==> src/rtl/approx_mac_pkg.sv <==
// Shared types and constants for the approximate-multiplier MAC wrapper.
package approx_mac_pkg;

  localparam int OPERAND_W = 8;
  localparam int PRODUCT_W = 16;

  // Calibrated mean under-estimate of the multiplier's truncated partial-product columns.
  localparam logic [PRODUCT_W-1:0] APX_MEAN_COMP = 16'd32;

  typedef enum logic [1:0] {
    IDLE,
    ACCUM,
    FLUSH,
    HOLD
  } state_e;

endpackage

==> src/rtl/approx_sat_adder.sv <==
// Unsigned saturating adder: y = min(a + b, 2^ACC_W - 1), sat flags the clamp.
module approx_sat_adder #(
  parameter int ACC_W = 24,
  parameter int B_W   = 16
) (
  input  logic [ACC_W-1:0] a,
  input  logic [B_W-1:0]   b,
  output logic [ACC_W-1:0] y,
  output logic             sat
);

  localparam int SUM_W = ((ACC_W > B_W) ? ACC_W : B_W) + 1;

  function automatic logic [ACC_W-1:0] sat_clip(input logic [SUM_W-1:0] s);
    if (|s[SUM_W-1:ACC_W]) return '1;
    return s[ACC_W-1:0];
  endfunction

  logic [SUM_W-1:0] sum;

  assign sum = SUM_W'(a) + SUM_W'(b);
  assign sat = |sum[SUM_W-1:ACC_W];
  assign y   = sat_clip(sum);

endmodule

==> src/rtl/approx_dot_accumulator.sv <==
// Streaming saturating dot-product accumulator around an external 8x8 approximate multiplier.
// Optional: define APPROX_MEAN_COMP_EN to add APX_MEAN_COMP to every product before accumulation.
module approx_dot_accumulator
  import approx_mac_pkg::*;
#(
  parameter int VEC_LEN = 16,
  parameter int ACC_W   = 24
) (
  input  logic                 clk,
  input  logic                 rst_n,
  input  logic                 in_valid,
  output logic                 in_ready,
  input  logic [OPERAND_W-1:0] in_a,
  input  logic [OPERAND_W-1:0] in_b,
  input  logic                 in_last,
  output logic [OPERAND_W-1:0] mul_a,
  output logic [OPERAND_W-1:0] mul_b,
  input  logic [PRODUCT_W-1:0] mul_p,
  output logic                 out_valid,
  input  logic                 out_ready,
  output logic [ACC_W-1:0]     out_acc,
  output logic [7:0]           out_count,
  output logic                 out_sat
);

`ifdef APPROX_MEAN_COMP_EN
  localparam int ADD_W = PRODUCT_W + 1;
  logic [ADD_W-1:0] addend;
  assign addend = {1'b0, mul_p} + {1'b0, APX_MEAN_COMP};
`else
  localparam int ADD_W = PRODUCT_W;
  logic [ADD_W-1:0] addend;
  assign addend = mul_p;
`endif

  state_e                 state_q, state_d;
  logic                   in_ready_q, in_ready_d;
  logic [OPERAND_W-1:0]   mul_a_q, mul_a_d;
  logic [OPERAND_W-1:0]   mul_b_q, mul_b_d;
  logic                   vld_p1_q, vld_p1_d;
  logic                   last_p1_q, last_p1_d;
  logic [7:0]             cnt_q, cnt_d;
  logic [ACC_W-1:0]       acc_p2_q, acc_p2_d;
  logic                   sat_p2_q, sat_p2_d;
  logic                   out_valid_q, out_valid_d;
  logic [ACC_W-1:0]       out_acc_q, out_acc_d;
  logic [7:0]             out_count_q, out_count_d;
  logic                   out_sat_q, out_sat_d;

  logic                   accept;
  logic                   hit_len;
  logic                   end_vec;
  logic [ACC_W-1:0]       acc_sum;
  logic                   acc_ovf;

  approx_sat_adder #(
    .ACC_W (ACC_W),
    .B_W   (ADD_W)
  ) u_sat_add (
    .a   (acc_p2_q),
    .b   (addend),
    .y   (acc_sum),
    .sat (acc_ovf)
  );

  assign accept  = in_valid & in_ready_q;
  assign hit_len = (({1'b0, cnt_q} + 9'd1) == 9'(VEC_LEN));
  assign end_vec = in_last | hit_len;

  always_comb begin
    state_d     = state_q;
    mul_a_d     = mul_a_q;
    mul_b_d     = mul_b_q;
    vld_p1_d    = 1'b0;
    last_p1_d   = 1'b0;
    cnt_d       = cnt_q;
    acc_p2_d    = acc_p2_q;
    sat_p2_d    = sat_p2_q;
    out_valid_d = out_valid_q;
    out_acc_d   = out_acc_q;
    out_count_d = out_count_q;
    out_sat_d   = out_sat_q;

    // stage 1: operand capture toward the multiplier
    if (accept) begin
      mul_a_d   = in_a;
      mul_b_d   = in_b;
      vld_p1_d  = 1'b1;
      last_p1_d = end_vec;
      cnt_d     = cnt_q + 8'd1;
      state_d   = end_vec ? FLUSH : ACCUM;
    end

    // stage 2: saturating accumulate of the returned product
    if (vld_p1_q) begin
      acc_p2_d = acc_sum;
      sat_p2_d = sat_p2_q | acc_ovf;
    end

    case (state_q)
      FLUSH: begin
        // The final element's add lands on the first FLUSH edge; publish on the next one.
        if (!(vld_p1_q & last_p1_q)) begin
          out_acc_d   = acc_p2_q;
          out_count_d = cnt_q;
          out_sat_d   = sat_p2_q;
          out_valid_d = 1'b1;
          acc_p2_d    = '0;
          cnt_d       = '0;
          sat_p2_d    = 1'b0;
          state_d     = HOLD;
        end
      end
      HOLD: begin
        if (out_valid_q & out_ready) begin
          out_valid_d = 1'b0;
          state_d     = IDLE;
        end
      end
      default: ;
    endcase

    in_ready_d = (state_d == IDLE) || (state_d == ACCUM);
  end

  always_ff @(posedge clk or negedge rst_n) begin
    if (!rst_n) begin
      state_q     <= IDLE;
      in_ready_q  <= 1'b0;
      mul_a_q     <= '0;
      mul_b_q     <= '0;
      vld_p1_q    <= 1'b0;
      last_p1_q   <= 1'b0;
      cnt_q       <= '0;
      acc_p2_q    <= '0;
      sat_p2_q    <= 1'b0;
      out_valid_q <= 1'b0;
      out_acc_q   <= '0;
      out_count_q <= '0;
      out_sat_q   <= 1'b0;
    end else begin
      state_q     <= state_d;
      in_ready_q  <= in_ready_d;
      mul_a_q     <= mul_a_d;
      mul_b_q     <= mul_b_d;
      vld_p1_q    <= vld_p1_d;
      last_p1_q   <= last_p1_d;
      cnt_q       <= cnt_d;
      acc_p2_q    <= acc_p2_d;
      sat_p2_q    <= sat_p2_d;
      out_valid_q <= out_valid_d;
      out_acc_q   <= out_acc_d;
      out_count_q <= out_count_d;
      out_sat_q   <= out_sat_d;
    end
  end

  assign in_ready  = in_ready_q;
  assign mul_a     = mul_a_q;
  assign mul_b     = mul_b_q;
  assign out_valid = out_valid_q;
  assign out_acc   = out_acc_q;
  assign out_count = out_count_q;
  assign out_sat   = out_sat_q;

endmodule

==> config.mk <==
export PLATFORM = sky130hd
export DESIGN_NAME = approx_dot_accumulator
export DESIGN_NICKNAME = d
export VERILOG_FILES = /design/src/rtl/approx_mac_pkg.sv /design/src/rtl/approx_sat_adder.sv /design/src/rtl/approx_dot_accumulator.sv
export SDC_FILE = /design/constraint.sdc
export NUM_CORES = 1
export LEC_CHECK = 0
export BUFFER_PORTS_ARGS = -buffer_cell sky130_fd_sc_hd__buf_2
export CAP_MARGIN = 10
export CORE_MARGIN = 3
export CORE_UTILIZATION = 34
export CTS_BUF_LIST = sky130_fd_sc_hd__clkbuf_8
export DETAILED_ROUTE_END_ITERATION = 6
export GPL_ROUTABILITY_DRIVEN = 0
export HOLD_SLACK_MARGIN = 0.02
export SYNTH_ARGS = -nofsm -noshare
export SYNTH_HDL_FRONTEND = slang
export SYNTH_SLANG_ARGS = --single-unit
==> constraint.sdc <==
create_clock -name clk -period 4.67 [get_ports clk]
set_input_delay 0.467 -clock clk [delete_from_list [all_inputs] [get_ports clk]]
set_output_delay 0.467 -clock clk [all_outputs]
set_load 0.02 [all_outputs]
==> flow_summary.toml, run 1 <==
[status]
status = "completed"

[synth]
synthTopCellsByArea = "dfrtp_1 (47%), nand2_1 (14%), ha_1 (4.6%), a31oi_4 (4.6%), a21oi_1 (3.9%)"
yosysSeqAreaShare = 0.473
synth_top_area_frac = 0.473
synth-edff-count = 0
yosysTopAreaCell = "dfrtp_1"
netlist_area_sq_um = 4650
synth_nets = 563
ys.flop_type = "dfrtp_1"
async_reset_ff_frac = 1.00
syn_avg_cell_area_sq_um = 9.16
synth_cell_types = 54
synth-seq-cells = 88
yosys_warnings = 0
syn_inst = 508

[finish]
final_nets = 638
drive_gt1_frac = 0.213
num-fill-cells = 1342
multi_input_area_sq_um = 2320
diodes = 0
areaGrowthSynthToFinish_pct = 17.6
seq_area_sq_um = 2200
postLayoutCoreUtil = 0.412

[power]
p_switching_mw = 1.66
p_clk_frac = 0.174
ir_drop_mv = 0.224
intPower_mw = 2.05
p_leak_nw = 2.68
seqPwrFrac = 0.330
combinationalPowerShare = 0.496
finalPower_mw = 3.71
power.share.switching = 0.448
power_density_nw_per_um2 = 678

[clocking]
clock-root-buffer = "clkbuf_8"
clkTransAtPathRegs_ps = 90
cts_buffers = 9
clock_sinks = 88
postCtsSetupBuffers = 0
htreeDepth = 3
clk_path_buf_depth = 2
clk_latency_ps = 370
tritoncts = "built"

[place]
pre_cts_slack_ps = 1790
place_hpwl_microns = 7720
portBuffers = 87

[critical_path]
crit_chain = "ha_1 -> fa_1 -> a211oi_1 -> o211ai_2 -> a41oi_4 -> o31ai_4 -> nand2_4 -> a31oi_1"
crit_end = "acc_p2_q[3]$_DFF_PN0_"
rr_worst_depth = 8
cp_top_family = "compound AO/OA/AOI/OAI gates"
crit_fanout = 12
crit_path_end_kind = "flip-flop"
reg2reg_to = "acc_p2_q[3]$_DFF_PN0_"
worstSetupPathDepth = 8
crit_type = "reg -> reg"
cp.required_ps = 4890
r2r_slack_ps = 1960
reg2reg_from = "acc_p2_q[0]$_DFF_PN0_"
cp.arrival_ps = 2930
cp_slowest_cell = "fa_1"
critical_path.startpoint = "acc_p2_q[0]$_DFF_PN0_"
slowest_delay_ps = 440
cp_num_buf_inv = 0
startpoint_type = "flip-flop"

[timing]
slew_headroom = 0.295
min_period_over_period = 0.581
tns_ps = 0
grt_setup_unrepaired = "false"
hold_viol = 0
fmax_mhz = 369
finalWorstSetupSlack_ps = 1960
tightest_slew_ps = 1050
timing.hold.ws_ps = 289
skew_ps = 15.1
finalMaxSlewViolations = 0
finalSetupViolCount = 0
period_minus_slack_ps = 2710

[grt]
grt_max_degree = 60
grt_pass1_vias = 3715
grt_overflow = 0
grt.total_usage = 0.153
grt_antenna_before_repair = 1
grt_pass1_wl_microns = 18600

[hold_path]
min-delay-path-class = "in -> reg"

[floorplan]
io_pins = 88
core_sq_um = 13300
die_height_microns = 123
initial_core_util = 0.350
dieArea_sq_um = 15100
die_x_microns = 123
rows = 42

[drt]
firstDrtPassIters = 4
drc = 0
routed_wl_microns = 11000
vias_per_cell = 5.07
routedWlPerCell_microns = 14.3
vias = 3870
ant_nets = 0
first_iter_violations = 200

[run]
cap_viol_max_count = 0
## timing repair
action | 4_1_cts | 5_1_grt
hold endpoints to repair | 24 | 0
gates resized for setup | 0 | 0
hold buffers | 1 | 0
## cell usage after synthesis (all sizes together), types with 2 or more instances
master,n
inv,5
clkbuf,20
nor2,13
o21a,3
o31a,2
xnor2,7
nor3,4
a21o,6
or3,4
and2,4
buf,7
and3,5
o211ai,3
a311oi,2
nand3,6
o22ai,3
nand2,173
o31ai,5
nand4,11
a21boi,2
a21oi,37
o21ai,31
dfrtp,88
a211oi,4
and4,3
nor4,2
a31oi,17
ha,17
xor2,11
## registers in the layout, indices dropped and copies added, names as in the netlist
signal,count
out_acc,24
cnt_q,8
vld_p1_q,1
out_valid,1
last_p1_q,1
acc_p2_q,24
sat_p2_q,1
out_count,8
mul_a,8
out_sat,1
mul_b,8
in_ready,1
state_q,2
## worst min path at each step
stage	start	to	slack [ps]	cells after the start
CTS	in_a[4]	mul_a[4]$_DFFE_PN0P_	270	3
global route	in_b[5]	mul_b[5]$_DFFE_PN0P_	280	3
floorplan	rst_n	acc_p2_q[0]$_DFF_PN0_	170	0
detailed placement	rst_n	out_count[0]$_DFFE_PN0P_	420	1
global placement	rst_n	out_count[7]$_DFFE_PN0P_	410	1
finish	in_b[5]	mul_b[5]$_DFFE_PN0P_	290	3
## power groups by stage
stage	Combinational [mW]	Clock, mW	Sequential, mW
2_1_floorplan	1.21	0	1.40
3_3_place_gp	1.81	0	1.23
3_5_place_dp	1.85	0	1.24
4_1_cts	1.86	0.661	1.23
5_1_grt	2.05	0.693	1.27
6_report	1.84	0.645	1.22
## kinds of logic after synthesis
| group | Yosys count | share of synthesized area |
|---|---|---|
| and+or+nand+nor | 228 | 0.208 |
| AOI/OAI and AO/OA | 124 | 0.206 |
| DFF | 88 | 0.473 |
| buffers and inverters | 32 | 0.0288 |
| xor gates and xnor gates | 18 | 0.0339 |
| adders and majority gates | 18 | 0.0500 |
## area by class of cell
cell class / count / share of cell area
flip-flops and latches: 88 / 0.402
inverters: 5 / 0.00343
clock buffers: 9 / 0.0226
clock inverters: 7 / 0.0217
well taps: 176 / 0.0402
multi-input cells: 388 / 0.424
repair buffers: 91 / 0.0859
## metal layers
layer,part of all wire,global-route usage
met1,0.47,0.208
met2,0.46,0.238
met3,0.058,0.0444
met4,0.0096,0.0484
met5,0.0012,0
## cells in the final DEF, fill, tap and decap left out, types with 3 or more instances in the layout
cell type | Yosys | routed
a211oi_1 | 3 | 3
a21o_1 | 6 | 6
a21oi_1 | 36 | 36
a31oi_1 | 7 | 7
a31oi_4 | 10 | 10
and2_1 | 4 | 4
and3_1 | 5 | 5
buf_2 | 3 | 86
buf_4 | 0 | 4
bufinv_16 | 0 | 3
clkbuf_8 | 0 | 9
dfrtp_1 | 88 | 88
ha_1 | 17 | 17
inv_1 | 5 | 6
nand2_1 | 172 | 171
nand3_1 | 6 | 6
nand4_1 | 11 | 11
nor2_1 | 13 | 13
nor3_1 | 4 | 4
o21a_1 | 3 | 3
o21ai_0 | 29 | 29
o31ai_1 | 4 | 4
or3_1 | 4 | 4
xnor2_1 | 7 | 7
xor2_1 | 11 | 11
## per-stage QoR
stage | cells | instance area (sq um)
final | 764 | 5480
after floorplan | 508 | 4650
after CTS | 764 | 5480
after global placement | 747 | 5220
after global routing | 764 | 5480
after detailed placement | 747 | 5220
## worst reg2reg max path, cell delays in order, from the launching register on
cell and delay (ps):
dfrtp_1 410, ha_1 230, fa_1 440, a211oi_1 400
o211ai_2 180, a41oi_4 320, o31ai_4 150, nand2_4 310
a31oi_1 140
(Power assumes the default switching activity.)
==> run 2: changes to the inputs <==
--- a/config.mk
+++ b/config.mk
@@ -5,6 +5,7 @@
 export SDC_FILE = /design/constraint.sdc
 export NUM_CORES = 1
 export LEC_CHECK = 0
+export ABC_AREA = 1
 export BUFFER_PORTS_ARGS = -buffer_cell sky130_fd_sc_hd__buf_2
 export CAP_MARGIN = 10
 export CORE_MARGIN = 3
==> constraint.sdc (replaced) <==
create_clock -name clk -period 2.3 [get_ports clk]
set_input_delay 0.23 -clock clk [delete_from_list [all_inputs] [get_ports clk]]
set_output_delay 0.23 -clock clk [all_outputs]
set_load 0.02 [all_outputs]
==> flow_summary.toml, run 2 <==
[synth]
syn_inst = 629
synthTopCellsByArea = "dfrtp_1 (47%), nand2_1 (17%), o21ai_0 (5.8%), inv_1 (5.8%), ha_1 (4.5%)"
async_reset_ff_frac = 1.00
synthXorXnorAreaFrac = 0.0204
synth-seq-cells = 88
synth_top_family_by_area = "simple AND/OR/NAND/NOR gates"
netlist_area_sq_um = 4720
syn_avg_cell_area_sq_um = 7.51
synth_compound_area_frac = 0.122
synth-edff-count = 0
synth_top_area_frac = 0.466
synth_cell_types = 28
yosysTopAreaCell = "dfrtp_1"
synth.most_common_cell = "nand2_1"
synth_common_cells = "nand2_1 (216), dfrtp_1 (88), inv_1 (73), o21ai_0 (55), a21oi_1 (42)"
ys.flop_type = "dfrtp_1"
synthAdderAreaFrac = 0.0493
synth-simple-area-share = 0.267
muxShareOfSynthArea = 0
yosys_warnings = 0
yosysSeqAreaShare = 0.466
synth_nets = 684

[timing]
hold_viol = 0
grt_setup_unrepaired = "false"
finalMaxSlewViolations = 0
slew_headroom = 0.478
tightest_slew_ps = 782
fmax_mhz = 486
skew_ps = 12.7
finalWorstSetupSlack_ps = 242
min_period_over_period = 0.895
finalSetupViolCount = 0
period_minus_slack_ps = 2060
tns_ps = 0

[finish]
layout_commonest_cell = "nand2_1"
diodes = 0
final_nets = 771
seq_area_sq_um = 2200
drive_gt1_frac = 0.165
layout_common_cells = "nand2_1 (215), dfrtp_1 (88), buf_2 (86)"
postLayoutCoreUtil = 0.420
multi_input_area_sq_um = 2180
areaGrowthSynthToFinish_pct = 19.2
final_cells = 897
fin_area_sq_um = 5630
num-fill-cells = 1401

[grt]
grt_pass1_vias = 4326
grt_antenna_before_repair = 0
grt_max_degree = 79
grt_overflow = 0
grt.total_usage = 0.166
grt_pass1_wl_microns = 20100

[drt]
first_iter_violations = 187
vias_per_cell = 4.77
vias = 4279
routed_wl_microns = 12000
ant_nets = 0
routedWlPerCell_microns = 13.3
drc = 0
firstDrtPassIters = 4

[place]
place_hpwl_microns = 9060
placed_cells = 880
place_area_sq_um = 5370
pre_cts_slack_ps = 94.7
portBuffers = 87

[clocking]
clkTransAtPathRegs_ps = 90
clk_path_buf_depth = 2
cts_buffers = 9
postCtsSetupBuffers = 0
clock_sinks = 88
tritoncts = "built"
htreeDepth = 3
clock-root-buffer = "clkbuf_8"
clk_latency_ps = 370

[floorplan]
io_pins = 88
rows = 42
dieArea_sq_um = 15300
die_height_microns = 124
die_x_microns = 124
core_sq_um = 13400
initial_core_util = 0.353

[hold_path]
min-delay-path-class = "in -> reg"

[critical_path]
crit_type = "reg -> reg"
crit_fanout = 16
cp_top_family = "simple AND/OR/NAND/NOR gates"
crit_path_end_kind = "flip-flop"
cp.required_ps = 2550
startpoint_type = "flip-flop"
cp_num_buf_inv = 0
crit_chain = "ha_2 -> fa_2 -> nand2_1 -> nand3_1 -> nand3_1 -> nand2_2 -> nand2_2 -> nand2_4 -> nand2_8 -> nand2_1 -> o211ai_1 -> o21ai_0"
cp.arrival_ps = 2300
cp_slowest_cell = "dfrtp_1"
slowest_delay_ps = 410

[run]
cap_viol_max_count = 0

[power]
ir_drop_mv = 0.668
power_density_nw_per_um2 = 1430
p_leak_nw = 3.05

[status]
status = "completed"
-- run 2: cells by family after synthesis --
kind of cell | Yosys count
and+or+nand+nor | 310
adders and majority gates | 18
AOI/OAI and AO/OA | 110
DFF | 88
buffers and inverters | 92
xor gates and xnor gates | 11
-- run 2: metrics by stage --
step                hold slack [ps]  total power, mW
finish                         46.1             8.05
global route                   41.1             8.78
CTS                            31.3             8.09
detailed placement              193             6.74
global placement                188             6.64
floorplan                     -65.6             5.52
-- run 2: power by group --
group	switching, mW	leakage, nW	internal, mW	total [mW]
logic	2.71	1.82	1.39	4.10
clock network	0.586	0.124	0.726	1.31
registers	0.441	1.11	2.20	2.64
total	3.74	3.05	4.31	8.05
-- run 2: worst reg2reg max path: stages, from the launching register on --
cell	delay (ps)
dfrtp_1	410
ha_2	210
fa_2	370
nand2_1	80
nand3_1	90
nand3_1	110
nand2_2	100
nand2_2	90
nand2_4	90
nand2_8	130
nand2_1	70
o211ai_1	70
o21ai_0	110
-- run 2: final timing paths --
path	from	endpoint	slack, ps	cells past startpoint
max	acc_p2_q[0]$_DFF_PN0_	acc_p2_q[5]$_DFF_PN0_	240	12
min	in_b[2]	mul_b[2]$_DFFE_PN0P_	50	3
max reg2reg	acc_p2_q[0]$_DFF_PN0_	acc_p2_q[5]$_DFF_PN0_	240	12
min reg2reg	out_acc[1]$_DFFE_PN0P_	out_acc[1]$_DFFE_PN0P_	480	2
max in group asynchronous	rst_n	out_count[7]$_DFFE_PN0P_	1340	3
min in group asynchronous	rst_n	cnt_q[6]$_DFF_PN0_	320	2
-- run 2: layout make-up --
type	count	area share
multi-input combinational	449	0.388
tap	176	0.0391
clock buffer	9	0.0220
sequential	88	0.391
timing repair buffer	94	0.0898
inverter	74	0.0493
clock inverter	7	0.0209
-- run 2: per-layer routing --
metal,vias to the layer above,part of all wire,global-route usage
li1,2189,-,-
met1,1962,0.48,0.223
met2,108,0.45,0.261
met3,20,0.048,0.0345
met4,0,0.017,0.0664
met5,-,0,0
-- run 2: repair_timing --
item	4_1_cts	5_1_grt
hold buffers	1	0
endpoints found under the hold margin	29	0
setup endpoints to repair	0	16
gates resized for setup	0	4
